## config.mk

```make
export PLATFORM = sky130hd
export DESIGN_NAME = branch_unit
export DESIGN_NICKNAME = d
export VERILOG_FILES = /design/src/rtl/branch_unit.sv
export SDC_FILE = /design/constraint.sdc
export NUM_CORES = 1
export LEC_CHECK = 0
export CAP_MARGIN = 20
export CORE_MARGIN = 4
export CORE_UTILIZATION = 45
export CTS_CLUSTER_DIAMETER = 30
export DETAILED_ROUTE_END_ITERATION = 8
export PLACE_DENSITY = 0.84
export SYNTH_ARGS = -nofsm -noshare
export SYNTH_HDL_FRONTEND = slang
export SYNTH_SLANG_ARGS = --single-unit
```

## constraint.sdc

```tcl
create_clock -name clk_i -period 10.7 [get_ports clk_i]
set_input_delay 2.14 -clock clk_i [delete_from_list [all_inputs] [get_ports clk_i]]
set_output_delay 2.14 -clock clk_i [all_outputs]
set_load 0.01 [all_outputs]
```

## src/rtl/branch_unit.sv

```systemverilog
// Branch resolution unit: evaluates the branch condition, checks it against the
// fetch prediction, and trains a table of 2-bit saturating counters.
module branch_unit #(
  parameter int XLEN      = 32,
  parameter int BHT_DEPTH = 64
) (
  input  logic            clk_i,
  input  logic            rst_n_i,
  input  logic            in_valid_i,
  output logic            in_ready_o,
  input  logic [1:0]      cmp_op_i,
  input  logic [2:0]      cmp_funct_i,
  input  logic [XLEN-1:0] cmp_num1_i,
  input  logic [XLEN-1:0] cmp_num2_i,
  input  logic [XLEN-1:0] pc_i,
  input  logic [XLEN-1:0] target_i,
  input  logic            pred_taken_i,
  input  logic [XLEN-1:0] pred_target_i,
  input  logic            flush_i,
  output logic            out_valid_o,
  input  logic            out_ready_i,
  output logic            taken_o,
  output logic            redirect_o,
  output logic            is_cond_o,
  output logic [XLEN-1:0] redirect_pc_o,
  input  logic [XLEN-1:0] lookup_pc_i,
  output logic            lookup_taken_o
);
  localparam int IDX_W = $clog2(BHT_DEPTH);

  logic             out_valid_q, out_valid_d;
  logic             taken_q, taken_d;
  logic             redirect_q, redirect_d;
  logic             is_cond_q, is_cond_d;
  logic [XLEN-1:0]  redirect_pc_q, redirect_pc_d;
  logic [IDX_W-1:0] upd_idx_q, upd_idx_d;

  logic             accept;
  logic             bht_upd;
  logic             base_cmp;
  logic             taken_c;
  logic [XLEN-1:0]  seq_pc;
  logic [BHT_DEPTH-1:0] cnt_msb;
  logic             unused_lookup_bits;

  assign in_ready_o = !out_valid_q || out_ready_i || flush_i;
  assign accept     = in_valid_i && in_ready_o && !flush_i;
  // Train only on a result that actually leaves the unit unflushed.
  assign bht_upd    = out_valid_q && out_ready_i && !flush_i && is_cond_q;
  assign seq_pc     = pc_i + XLEN'(4);

  always_comb begin
    base_cmp = 1'b0;
    case (cmp_funct_i[2:1])
      2'b00:   base_cmp = (cmp_num1_i == cmp_num2_i);
      2'b10:   base_cmp = ($signed(cmp_num1_i) < $signed(cmp_num2_i));
      2'b11:   base_cmp = (cmp_num1_i < cmp_num2_i);
      default: base_cmp = 1'b0;
    endcase
    case (cmp_op_i)
      2'b01:   taken_c = base_cmp ^ cmp_funct_i[0];
      2'b10:   taken_c = 1'b1;
      default: taken_c = 1'b0;
    endcase
  end

  always_comb begin
    out_valid_d   = out_valid_q;
    taken_d       = taken_q;
    redirect_d    = redirect_q;
    is_cond_d     = is_cond_q;
    redirect_pc_d = redirect_pc_q;
    upd_idx_d     = upd_idx_q;
    if (flush_i) begin
      out_valid_d = 1'b0;
    end else if (accept) begin
      out_valid_d   = 1'b1;
      taken_d       = taken_c;
      redirect_d    = (taken_c != pred_taken_i) || (taken_c && (target_i != pred_target_i));
      is_cond_d     = (cmp_op_i == 2'b01);
      redirect_pc_d = taken_c ? target_i : seq_pc;
      upd_idx_d     = pc_i[IDX_W+1:2];
    end else if (out_ready_i) begin
      out_valid_d = 1'b0;
    end
  end

  always_ff @(posedge clk_i) begin
    if (!rst_n_i) begin
      out_valid_q   <= 1'b0;
      taken_q       <= 1'b0;
      redirect_q    <= 1'b0;
      is_cond_q     <= 1'b0;
      redirect_pc_q <= '0;
      upd_idx_q     <= '0;
    end else begin
      out_valid_q   <= out_valid_d;
      taken_q       <= taken_d;
      redirect_q    <= redirect_d;
      is_cond_q     <= is_cond_d;
      redirect_pc_q <= redirect_pc_d;
      upd_idx_q     <= upd_idx_d;
    end
  end

  generate
    for (genvar gi = 0; gi < BHT_DEPTH; gi++) begin : g_bht
      logic [1:0] cnt_q, cnt_d;

      always_comb begin
        cnt_d = cnt_q;
        if (bht_upd && (upd_idx_q == IDX_W'(gi))) begin
          if (taken_q) begin
            if (cnt_q != 2'b11) cnt_d = cnt_q + 2'd1;
          end else begin
            if (cnt_q != 2'b00) cnt_d = cnt_q - 2'd1;
          end
        end
      end

      always_ff @(posedge clk_i) begin
        if (!rst_n_i) cnt_q <= 2'b01;
        else          cnt_q <= cnt_d;
      end

      assign cnt_msb[gi] = cnt_q[1];
    end
  endgenerate

  // Lookup reads the registered counters, so a same-cycle update is not visible.
  assign lookup_taken_o     = cnt_msb[lookup_pc_i[IDX_W+1:2]];
  assign unused_lookup_bits = ^{lookup_pc_i[XLEN-1:IDX_W+2], lookup_pc_i[1:0]};

  assign out_valid_o   = out_valid_q;
  assign taken_o       = taken_q;
  assign redirect_o    = redirect_q;
  assign is_cond_o     = is_cond_q;
  assign redirect_pc_o = redirect_pc_q;
endmodule

```

* After elaboration in Yosys (flattened, before gate mapping)
Index checks and enable logic that the tools add are counted.
Cells by class: add/sub/neg operators 129, $lt $le $gt $ge 3, equality and inequality tests 198, multiplexer cells 199, bitwise logic cells 3, reduce and logical (&&, ||, !) cells 272
Operator list (count):
- two-way mux 2 bit | 192
- nonzero test 2 bit | 129
- equality test 6 bit (second input constant) | 32
- AND reduction 3 bit | 64
- adder 2 x 1 -> 2 bit (second input constant) | 64
- inequality test 2 x 1 -> 1 bit (second input constant) | 64
- inequality test 2 bit (second input constant) | 64
- subtractor 2 x 1 -> 2 bit (second input constant) | 64
- equality test 6 x 5 -> 1 bit (second input constant) | 16
- logical AND 1 bit | 70
- < comparator 32 bit | 2
- equality test 6 x 4 -> 1 bit (second input constant) | 8
- adder 32 x 3 -> 32 bit (second input constant) | 1
- equality test 32 bit | 1
- two-way mux 32 bit | 1
- inequality test 32 bit | 1
- equality test 6 x 3 -> 1 bit (second input constant) | 4
- equality test 6 x 2 -> 1 bit (second input constant) | 2
- < comparator 6 x 7 -> 1 bit (second input constant) | 1
- binary-select mux 1 bit (select 6 bit) | 1
- equality test 2 bit (second input constant) | 3
- equality test 6 x 1 -> 1 bit (second input constant) | 1
- zero test 6 bit | 1
- logical OR 1 bit | 3
- other kinds (11) | 15
Word-level totals: flip-flop bits (word level) 170, output and inout bits 38, word-level logic and storage cells 874

* Depth between registers and ports, before layout
Gate-level depths: netlist of the first run.
word-level depth 6, gate-level depth with buffers 13, mapped depth without buffers 11

* Least setup slack after synthesis of the first run
No wires, ideal clock.
path type input to output, from in lookup_pc_i[2], to out lookup_taken_o, arrival time 4.580 ns, required time 8.560 ns, setup slack 3.980 ns, stages 5, cells stage by stage clkbuf_1 > buf_1 > mux4_2 > mux4_2 > mux4_2
On the way: word-level cells in the longest chain between the ends 2
RTL lines:
- start: declaration | RTL line 26 | input logic [XLEN-1:0] lookup_pc_i,
- binary-select mux 1 bit (select 6 bit) | RTL line 131 | assign lookup_taken_o = cnt_msb[lookup_pc_i[IDX_W+1:2]];
- two-way mux 1 bit (not written as such) | RTL line 131
- end: declaration | RTL line 27 | output logic lookup_taken_o
No other way between the ends. The select of a mux whose other input is x is not followed.

* Final worst setup path of the first run
from in lookup_pc_i[3], to out lookup_taken_o
Same word-level chain as after synthesis.

==> reports/metrics.csv, run 1 <==
metric;value;unit
outcome;complete, no violations;
clock_path_buffers;2;
yosysWarnings;0;
seq_power_share;43.4;%
coreArea;22800;µm²
initial_core_util;46.1;%
drive_above_1_share;7.29;%
place_inst;1773;
grt-ovfl-total;0;
grt_first_pass_wirelength;48.5;mm
cts.sinks;170;
cp_cell_sequence;clkdlybuf4s50_1, mux4_2, mux4_2, mux4_2, clkdlybuf4s50_1;
async_flop_share;0;%
r2r_slack;8270;ps
period_minus_slack;7270;ps
tns;0;ps
drc;0;
synth.most_common_cell;o21ai_0;
row_count;55;
fin_ws;3430;ps
yosysUniqueCellTypes;57;
reg2reg_depth;4;
hold_viol_final;0;
swShare;26.1;%
yosys-top-cells-area;dfxtp_1 (32%), o21ai_0 (8.3%), a21boi_0 (5.1%), mux4_2 (4.5%), ha_1 (4.2%);
r2r_start;taken_o;
area_growth;27.6;%
power;1550;µW
routed_wl;29.7;mm
rsz0062_at_grt;no;
start_kind;primary input;
power_leakage;0.00536;µW
rr_endpoint;g_bht[29].cnt_q[0];
critPathRequiredTime;8560;ps
port_buffers;214;
timing.final.crit_share;68.0;%
synth_nets;1557;
clkLatencyLatePin;440;ps
stdcell_count;1809;
dp_hpwl;21.6;mm
fmax;138;MHz
crit_top_cell;mux4_2;
yosysTopAreaCell;dfxtp_1;
detail-route-antenna-nets;0;
p_per_area;116;nW/µm²
switching_power;405;µW
holdBufCountCts;0;
cp.arrival;5130;ps
route.vias.total;10300;
netlist.area_leader.share;32.4;%
hold_class;flip-flop to flip-flop;
vias_per_cell;5.68;
pwr-share-comb;15.7;%
die_h;161;µm
endpoint;lookup_taken_o;
clkTransAtPathRegs;60;ps
drt_first_pass_iters;5;
dieArea;25800;µm²
numCtsBuffers;17;
synth_common_cells;o21ai_0 (174), dfxtp_1 (170), nand2_1 (110), nor2_1 (90), a21oi_1 (76);
grt_pass1_vias;9900;
synth_seq_cells;170;
drt-initial-drc-count;854;
fin_nets;1720;
dp_slack;3460;ps
cpPeakStageDelay;1060;ps
grt.total_usage;22.5;%
ir_drop;0.0968;mV
path_max_fanout;16;
p_int;1150;µW
fin_worst_skew;15.8;ps
syn-cell-area;10500;µm²
startpoint;lookup_pc_i[3];
htree_num_levels;4;
synth-edff-count;0;
wl_per_cell;16.4;µm
yosysSeqAreaShare;32.4;%
cts_tree;built;
setup_violations;0;
synthFlopType;dfxtp_1;
gp_congestion;0.906;
crit_slowest_cell;clkdlybuf4s50_1;
avgSynthCellArea;7.95;µm²
grt_antenna_before_repair;1;
postCtsSetupRepairBufs;0;
drv_slew;0;
max_cap_viol_count;0;
critPathKind;primary input to output port;
ctsResizeCount;0;
root_buffer;clkbuf_16;
endpoint_kind;output port;
die-width;161;µm
slew-limit-headroom;27.7;%
worstMarginPinSlew;1080;ps
pwr-share-clk;41.0;%
grt_max_degree;128;
io_pins;241;
netlist_instances;1319;
## power by group through the flow
stage	combinational (µW)	clock, µW	sequential, µW
finish	243	636	673
global route	265	673	676
CTS	243	643	672
detailed placement	241	0	686
global placement	235	0	685
floorplan	120	0	683
## critical path, delay by kind of cell
kind	cells	cell delay (ps)
multiplexers	3	1440
buffers and inverters	2	1550
## cell type report
type | instances | area, µm²
Sequential cell | 170 | 3410
Inverter | 69 | 259
Clock inverter | 13 | 156
Timing Repair Buffer | 227 | 2240
Antenna cell | 1 | 2.50
Fill cell | 1928 | 9390
Tap cell | 313 | 392
Clock buffer | 19 | 443
Multi-Input combinational cell | 997 | 6480
## flip-flops by register name (all words and copies together) (netlist names)
signal         cells
g_bht.cnt_q      128
is_cond_o          1
out_valid_o        1
redirect_o         1
redirect_pc_o     32
taken_o            1
upd_idx_q          6
## layout by cell type, fill, tap and decap left out, drive strengths merged, types with 21 or more instances in the layout
master / instances
a21boi: 71
a22o: 21
mux4: 21
nor2: 90
o21ai: 174
inv: 76
nand3: 48
a21oi: 76
ha: 35
and2: 40
o311ai: 36
xnor2: 46
or2: 29
and3: 40
clkdlybuf4s50: 213
nand2: 110
dfxtp: 170
o31ai: 32
a21o: 21
## routing by layer
| layer | wire [µm] | up-vias | track usage (%) |
|---|---|---|---|
| li1 | - | 5073 | - |
| met1 | 12400 | 4838 | 27.7 |
| met2 | 14300 | 303 | 38.2 |
| met3 | 1990 | 62 | 5.88 |
| met4 | 976 | 0 | 8.10 |
| met5 | 0 | - | 0 |
## cells by family (layout without fill, tap and decap cells)
logic type                 after synthesis  after routing  share of synthesized area, %
and+or+nand+nor                        424            424                          20.3
DFF                                    170            170                          32.4
AOI/OAI and AO/OA                      456            456                          27.7
other                                    0              1                             0
adders and majority gates               35             35                          4.17
buffers and inverters                  152            328                          5.83
muxes                                   22             22                          4.60
xor gates and xnor gates                60             60                          5.01
## through the flow
stage          hold WS (ps)  util [%]  area [µm²]
4_1_cts                 495      58.6       13400
2_1_floorplan           462         -       10500
3_5_place_dp            475      56.0       12800
5_1_grt                 517      58.8       13400
3_3_place_gp            469      56.0       12800
6_report                496      58.8       13400
## how the worst min path moves through the flow
stage                            start                  to  slack, ps  depth (start not counted)
floorplan           g_bht[10].cnt_q[0]  g_bht[10].cnt_q[1]        460                          2
global placement      redirect_pc_o[2]    redirect_pc_o[2]        470                          2
detailed placement          redirect_o          redirect_o        470                          1
CTS                 g_bht[45].cnt_q[0]  g_bht[45].cnt_q[1]        500                          2
global route        g_bht[62].cnt_q[0]  g_bht[62].cnt_q[1]        520                          2
finish              g_bht[26].cnt_q[0]  g_bht[26].cnt_q[1]        500                          2
(Power assumes the default switching activity.)
==> run 2, diff against run 1 <==
Settings changed: PLACE_DENSITY 0.84 to 0.87.
Clock period 10.7 ns to 5.9 ns, I/O delays scaled along.
==> run 2 against run 1 <==
  * Clock skew is 1.7 ps lower
  * Routed wire length rose by 0.80%
  * Clock power increased by 82%
  * Die area is the same
  * Combinational power increased by 83%
==> reports/metrics.csv, run 2 (synthesized netlist as in run 1, its figures left out) <==
metric;value;unit;change
postCtsSetupRepairBufs;0;;unchanged
critPathRequiredTime;4720;ps;-3840 ps
clkLatencyLatePin;440;ps;about the same
grt_max_degree;139;;+8.6%
hold_viol_final;0;;unchanged
grt.total_usage;22.4;%;-0.14 points
endpoint_kind;output port;;
r2r_slack;3540;ps;-4730 ps
place_inst;1775;;+0.11%
critPathBufInv;3;;+1
antennaDiodeCount;0;;-1
die_h;161;µm;unchanged
pwr-share-comb;15.8;%;about the same
timing.final.crit_share;88.6;%;
power_leakage;0.00537;µW;+0.30%
fill_cells;1949;;+1.1%
place_area;12800;µm²;+0.12%
hold_start;g_bht[43].cnt_q[0];;
rsz0062_at_grt;no;;
ir_drop;0.178;mV;+84%
cts.sinks;170;;unchanged
row_count;55;;unchanged
clkTransAtPathRegs;70;ps;about the same
regMostFlops;g_bht.cnt_q;;
coreArea;22800;µm²;unchanged
path_max_fanout;16;;unchanged
final_cell_area;13400;µm²;+0.13%
p_per_area;210;nW/µm²;+82%
drt-initial-drc-count;836;;-2.1%
routed_wl;29.9;mm;+0.80%
detail-route-antenna-nets;0;;unchanged
cp.arrival;4050;ps;-1080 ps
dieArea;25800;µm²;unchanged
drive_above_1_share;7.36;%;+0.067 points
p_int;2080;µW;+81%
fin_nets;1721;;+0.058%
grt-ovfl-total;0;;unchanged
stdcell_count;1808;;-0.055%
critPathKind;primary input to output port;;
r2r_start;out_valid_o;;
hold_path_end;g_bht[43].cnt_q[1];;
outcome;complete, no violations;;
hold_class;flip-flop to flip-flop;;
startpoint;lookup_pc_i[2];;
cp_cell_sequence;clkdlybuf4s50_1, buf_4, mux4_2, mux4_2, mux4_2, clkdlybuf4s50_1;;
htree_num_levels;4;;unchanged
period_minus_slack;5230;ps;
crit_top_cell;mux4_2;;
pwr-share-clk;41.1;%;about the same
port_buffers;214;;unchanged
drv_slew;0;;unchanged
final_common_cell;clkdlybuf4s50_1;;
cts_tree;built;;
mostFrequentLayoutCells;clkdlybuf4s50_1 (213), o21ai_0 (174), dfxtp_1 (169), nand2_1 (110), nor2_1 (89);;
dp_hpwl;21.8;mm;+0.51%
drc;0;;unchanged
drt_first_pass_iters;5;;unchanged
min_path_cells;2;;unchanged
fin_worst_skew;14.1;ps;-1.68 ps
wl_per_cell;16.6;µm;+0.86%
rr_endpoint;redirect_pc_o[3];;
setup_violations;0;;unchanged
gp_congestion;0.872;;-3.7%
grt_antenna_before_repair;0;;-1
grt_first_pass_wirelength;48.4;mm;-0.21%
tns;0;ps;unchanged
initial_core_util;46.1;%;unchanged
ctsResizeCount;0;;unchanged
reg2reg_depth;5;;+1
seq_power_share;43.2;%;-0.2 points
cp_top_family;multiplexers;;
slew-limit-headroom;25.3;%;-2.4 points
crit_slowest_cell;mux4_2;;
io_pins;241;;unchanged
root_buffer;clkbuf_16;;
die-width;161;µm;unchanged
vias_per_cell;5.78;;+1.8%
grt_pass1_vias;9812;;-0.89%
largest_register_ffs;128;;unchanged
swShare;26.3;%;+0.18 points
switching_power;742;µW;+83%
worstMarginPinSlew;1110;ps;+36.0 ps
route.vias.total;10500;;+1.7%
holdBufCountCts;0;;unchanged
start_kind;primary input;;
area_growth;27.8;%;
max_cap_viol_count;0;;unchanged
fmax;191;MHz;
cpPeakStageDelay;600;ps;-460 ps
clock_path_buffers;2;;unchanged
cp_num_cells;6;;+1
numCtsBuffers;17;;unchanged
-- run 2: worst max-delay path by stage --
stage                                 to  slack (ps)
after global routing      lookup_taken_o         590
after floorplan           lookup_taken_o        1100
after global placement    lookup_taken_o         690
after detailed placement  lookup_taken_o         670
after CTS                 lookup_taken_o         670
final                     lookup_taken_o         670
-- run 2: metal layers --
layer | up-vias | track usage, % | wire length [µm]
met3 | 49 | 5.39 | 2120
met1 | 4935 | 28.0 | 12500
met2 | 371 | 38.7 | 14700
met5 | - | 0 | 0
met4 | 0 | 6.14 | 634
li1 | 5097 | - | -
-- run 2: through the flow --
stage                     utilization, %  hold slack (ps)  setup slack (ps)  total power [µW]
after floorplan                        -              462              1100              1460
after global placement              56.1              468               693              1670
after detailed placement            56.1              476               665              1680
after CTS                           58.7              495               670              2830
after global routing                58.8              521               589              2920
final                               58.8              494               674              2820
-- run 2: power by group through the flow --
stage | sequential, µW | clock (µW) | combinational, µW
after floorplan | 1240 | 0 | 217
after global placement | 1240 | 0 | 425
after detailed placement | 1250 | 0 | 438
after CTS | 1220 | 1170 | 440
after global routing | 1220 | 1210 | 483
final | 1220 | 1160 | 444
-- run 2: tightest hold or removal path, delay by kind of cell (launching register included) --
kind / cells / cell delay (ps)
flops: 1 / 320
compound gates: 2 / 130
-- run 2: area by class of cell --
class | instances | area, µm² | share of cell area, %
multi-input combinational | 997 | 6480 | 48.4
sequential | 170 | 3410 | 25.4
timing repair buffer | 228 | 2260 | 16.9
clock buffer | 18 | 439 | 3.28
tap | 313 | 392 | 2.92
inverter | 69 | 259 | 1.93
clock inverter | 13 | 158 | 1.18
==> run 3, diff against run 2 <==
Settings changed: PLACE_DENSITY 0.87 to 0.84.
Clock period 5.9 ns to 5.5 ns, I/O delays scaled along.
==> run 3 against run 2 <==
  * Clock power rose by 5%
  * Setup slack got worse by 120 ps
  * Sequential power rose by 7%
  * Flip-flop and latch count did not move
  * First-iteration DRC count rose by 3.2%
  * Highest routed layer unchanged
  * Register-to-register slack got worse by 530 ps
==> reports/metrics.csv, run 3 (synthesized netlist as in run 1, its figures left out) <==
metric;value;unit;change
outcome;complete, no violations;;
dieArea;25800;µm²;unchanged
critPathKind;primary input to output port;;
final_common_cell;clkdlybuf4s50_1;;
antennaDiodeCount;0;;unchanged
grt_max_degree;133;;-4.3%
detail-route-antenna-nets;0;;unchanged
holdBufCountCts;0;;unchanged
place_area;12800;µm²;+0.16%
cp.arrival;3850;ps;-200 ps
grt_antenna_before_repair;0;;unchanged
drt_first_pass_iters;5;;unchanged
drv_slew;0;;unchanged
path_max_fanout;16;;unchanged
drc;0;;unchanged
clock_path_buffers;2;;unchanged
grt-ovfl-total;0;;unchanged
drt-initial-drc-count;863;;+3.2%
postCtsSetupRepairBufs;0;;unchanged
grt_first_pass_wirelength;49.0;mm;+1.2%
hold_class;flip-flop to flip-flop;;
regMostFlops;g_bht.cnt_q;;
fin_worst_skew;15.0;ps;+0.928 ps
power_leakage;0.00537;µW;about the same
startpoint;lookup_pc_i[2];;
r2r_start;taken_o;;
port_buffers;214;;unchanged
endpoint_kind;output port;;
largest_register_ffs;128;;unchanged
gp_congestion;0.896;;+2.8%
holdWs;492;ps;-2.37 ps
die-width;161;µm;unchanged
cts.sinks;170;;unchanged
final_cell_area;13400;µm²;about the same
hold_viol_final;0;;unchanged
critPathBufInv;3;;unchanged
ctsResizeCount;0;;unchanged
routed_wl;29.9;mm;about the same
hold_start;g_bht[63].cnt_q[0];;
timing.final.crit_share;89.9;%;
io_pins;241;;unchanged
worstMarginPinSlew;1020;ps;-87.8 ps
p_per_area;224;nW/µm²;+6.3%
tns;0;ps;unchanged
die_h;161;µm;unchanged
critPathRequiredTime;4400;ps;-320 ps
numCtsBuffers;17;;unchanged
route.vias.total;10300;;-1.1%
drive_above_1_share;7.48;%;+0.12 points
setup_violations;0;;unchanged
fmax;202;MHz;
fin_nets;1722;;+0.058%
power;3000;µW;+6.3%
htree_num_levels;4;;unchanged
ir_drop;0.157;mV;-12%
wl_per_cell;16.5;µm;-0.15%
clkLatencyLatePin;440;ps;about the same
vias_per_cell;5.71;;-1.3%
root_buffer;clkbuf_16;;
slew-limit-headroom;31.7;%;+6.4 points
area_growth;27.8;%;about the same
cp_cell_sequence;clkdlybuf4s50_1, buf_12, mux4_2, mux4_2, mux4_2, clkdlybuf4s50_1;;
cts_tree;built;;
clkTransAtPathRegs;70;ps;about the same
mostFrequentLayoutCells;clkdlybuf4s50_1 (213), o21ai_0 (174), dfxtp_1 (169), nand2_1 (110), nor2_1 (89);;
cp_top_family;multiplexers;;
rsz0062_at_grt;no;;
grt.total_usage;22.7;%;+0.33 points
row_count;55;;unchanged
grt_pass1_vias;9887;;+0.76%
cpPeakStageDelay;560;ps;-40 ps
crit_slowest_cell;mux4_2;;
crit_top_cell;mux4_2;;
period_minus_slack;4950;ps;
coreArea;22800;µm²;unchanged
initial_core_util;46.1;%;unchanged
start_kind;primary input;;
dp_hpwl;21.7;mm;-0.10%
max_cap_viol_count;0;;unchanged
run 3: cell types whose count changed in the layout (fill, tap and decap cells not counted):
cell	delta
inv_12	+1
clkinv_4	-1
inv_8	+2
bufinv_16	-2
clkinv_2	-1
buf_2	+1
clkbuf_8	-1
clkinv_8	+3
inv_4	-1
clkinvlp_4	+1
run 3: cell type report:
cell class	count	area (µm²)
clock inverters	15	173
repair buffers	229	2270
well taps	313	392
multi-input cells	997	6480
flip-flops and latches	170	3410
clock buffers	17	425
fillers	1944	9370
inverters	69	259
run 3: metal layers:
metal / vias to the layer above / global-route usage, % / share of wire (%) / routed length, µm
met1: 4868 / 28.3 / 42 / 12700
met3: 56 / 5.75 / 6.3 / 1880
met5: - / 0 / 0 / 0
met2: 298 / 38.7 / 49 / 14600
li1: 5110 / - / - / -
met4: 0 / 7.04 / 2.8 / 845
run 3: through the flow:
stage,utilization (%),worst slack [ps],instances
5_1_grt,58.9,500,1810
3_5_place_dp,56.2,553,1776
3_3_place_gp,56.2,561,1776
6_report,58.9,554,1810
4_1_cts,58.8,546,1808
2_1_floorplan,-,860,1319
run 3: worst register-to-register path: cells and delay by family, from the launching register on:
| kind | cells | cell delay, ps |
|---|---|---|
| AOI/OAI and AO/OA | 2 | 280 |
| buffers and inverters | 1 | 940 |
| DFF | 1 | 880 |
| and+or+nand+nor | 1 | 320 |
run 3: path summary, 6_finish.rpt:
kind / end / slack [ps] / cells past startpoint
worst max-delay path: lookup_taken_o / 550 / 6
worst min-delay path: g_bht[63].cnt_q[1] / 490 / 2
worst max register to register: g_bht[17].cnt_q[1] / 3010 / 4
worst min register to register: g_bht[63].cnt_q[1] / 490 / 2
run 3: report_power, final:
part / internal, µW / switching, µW / total, µW
Combinational: 267 / 211 / 477
Clock: 616 / 599 / 1220
Sequential: 1270 / 37.2 / 1310
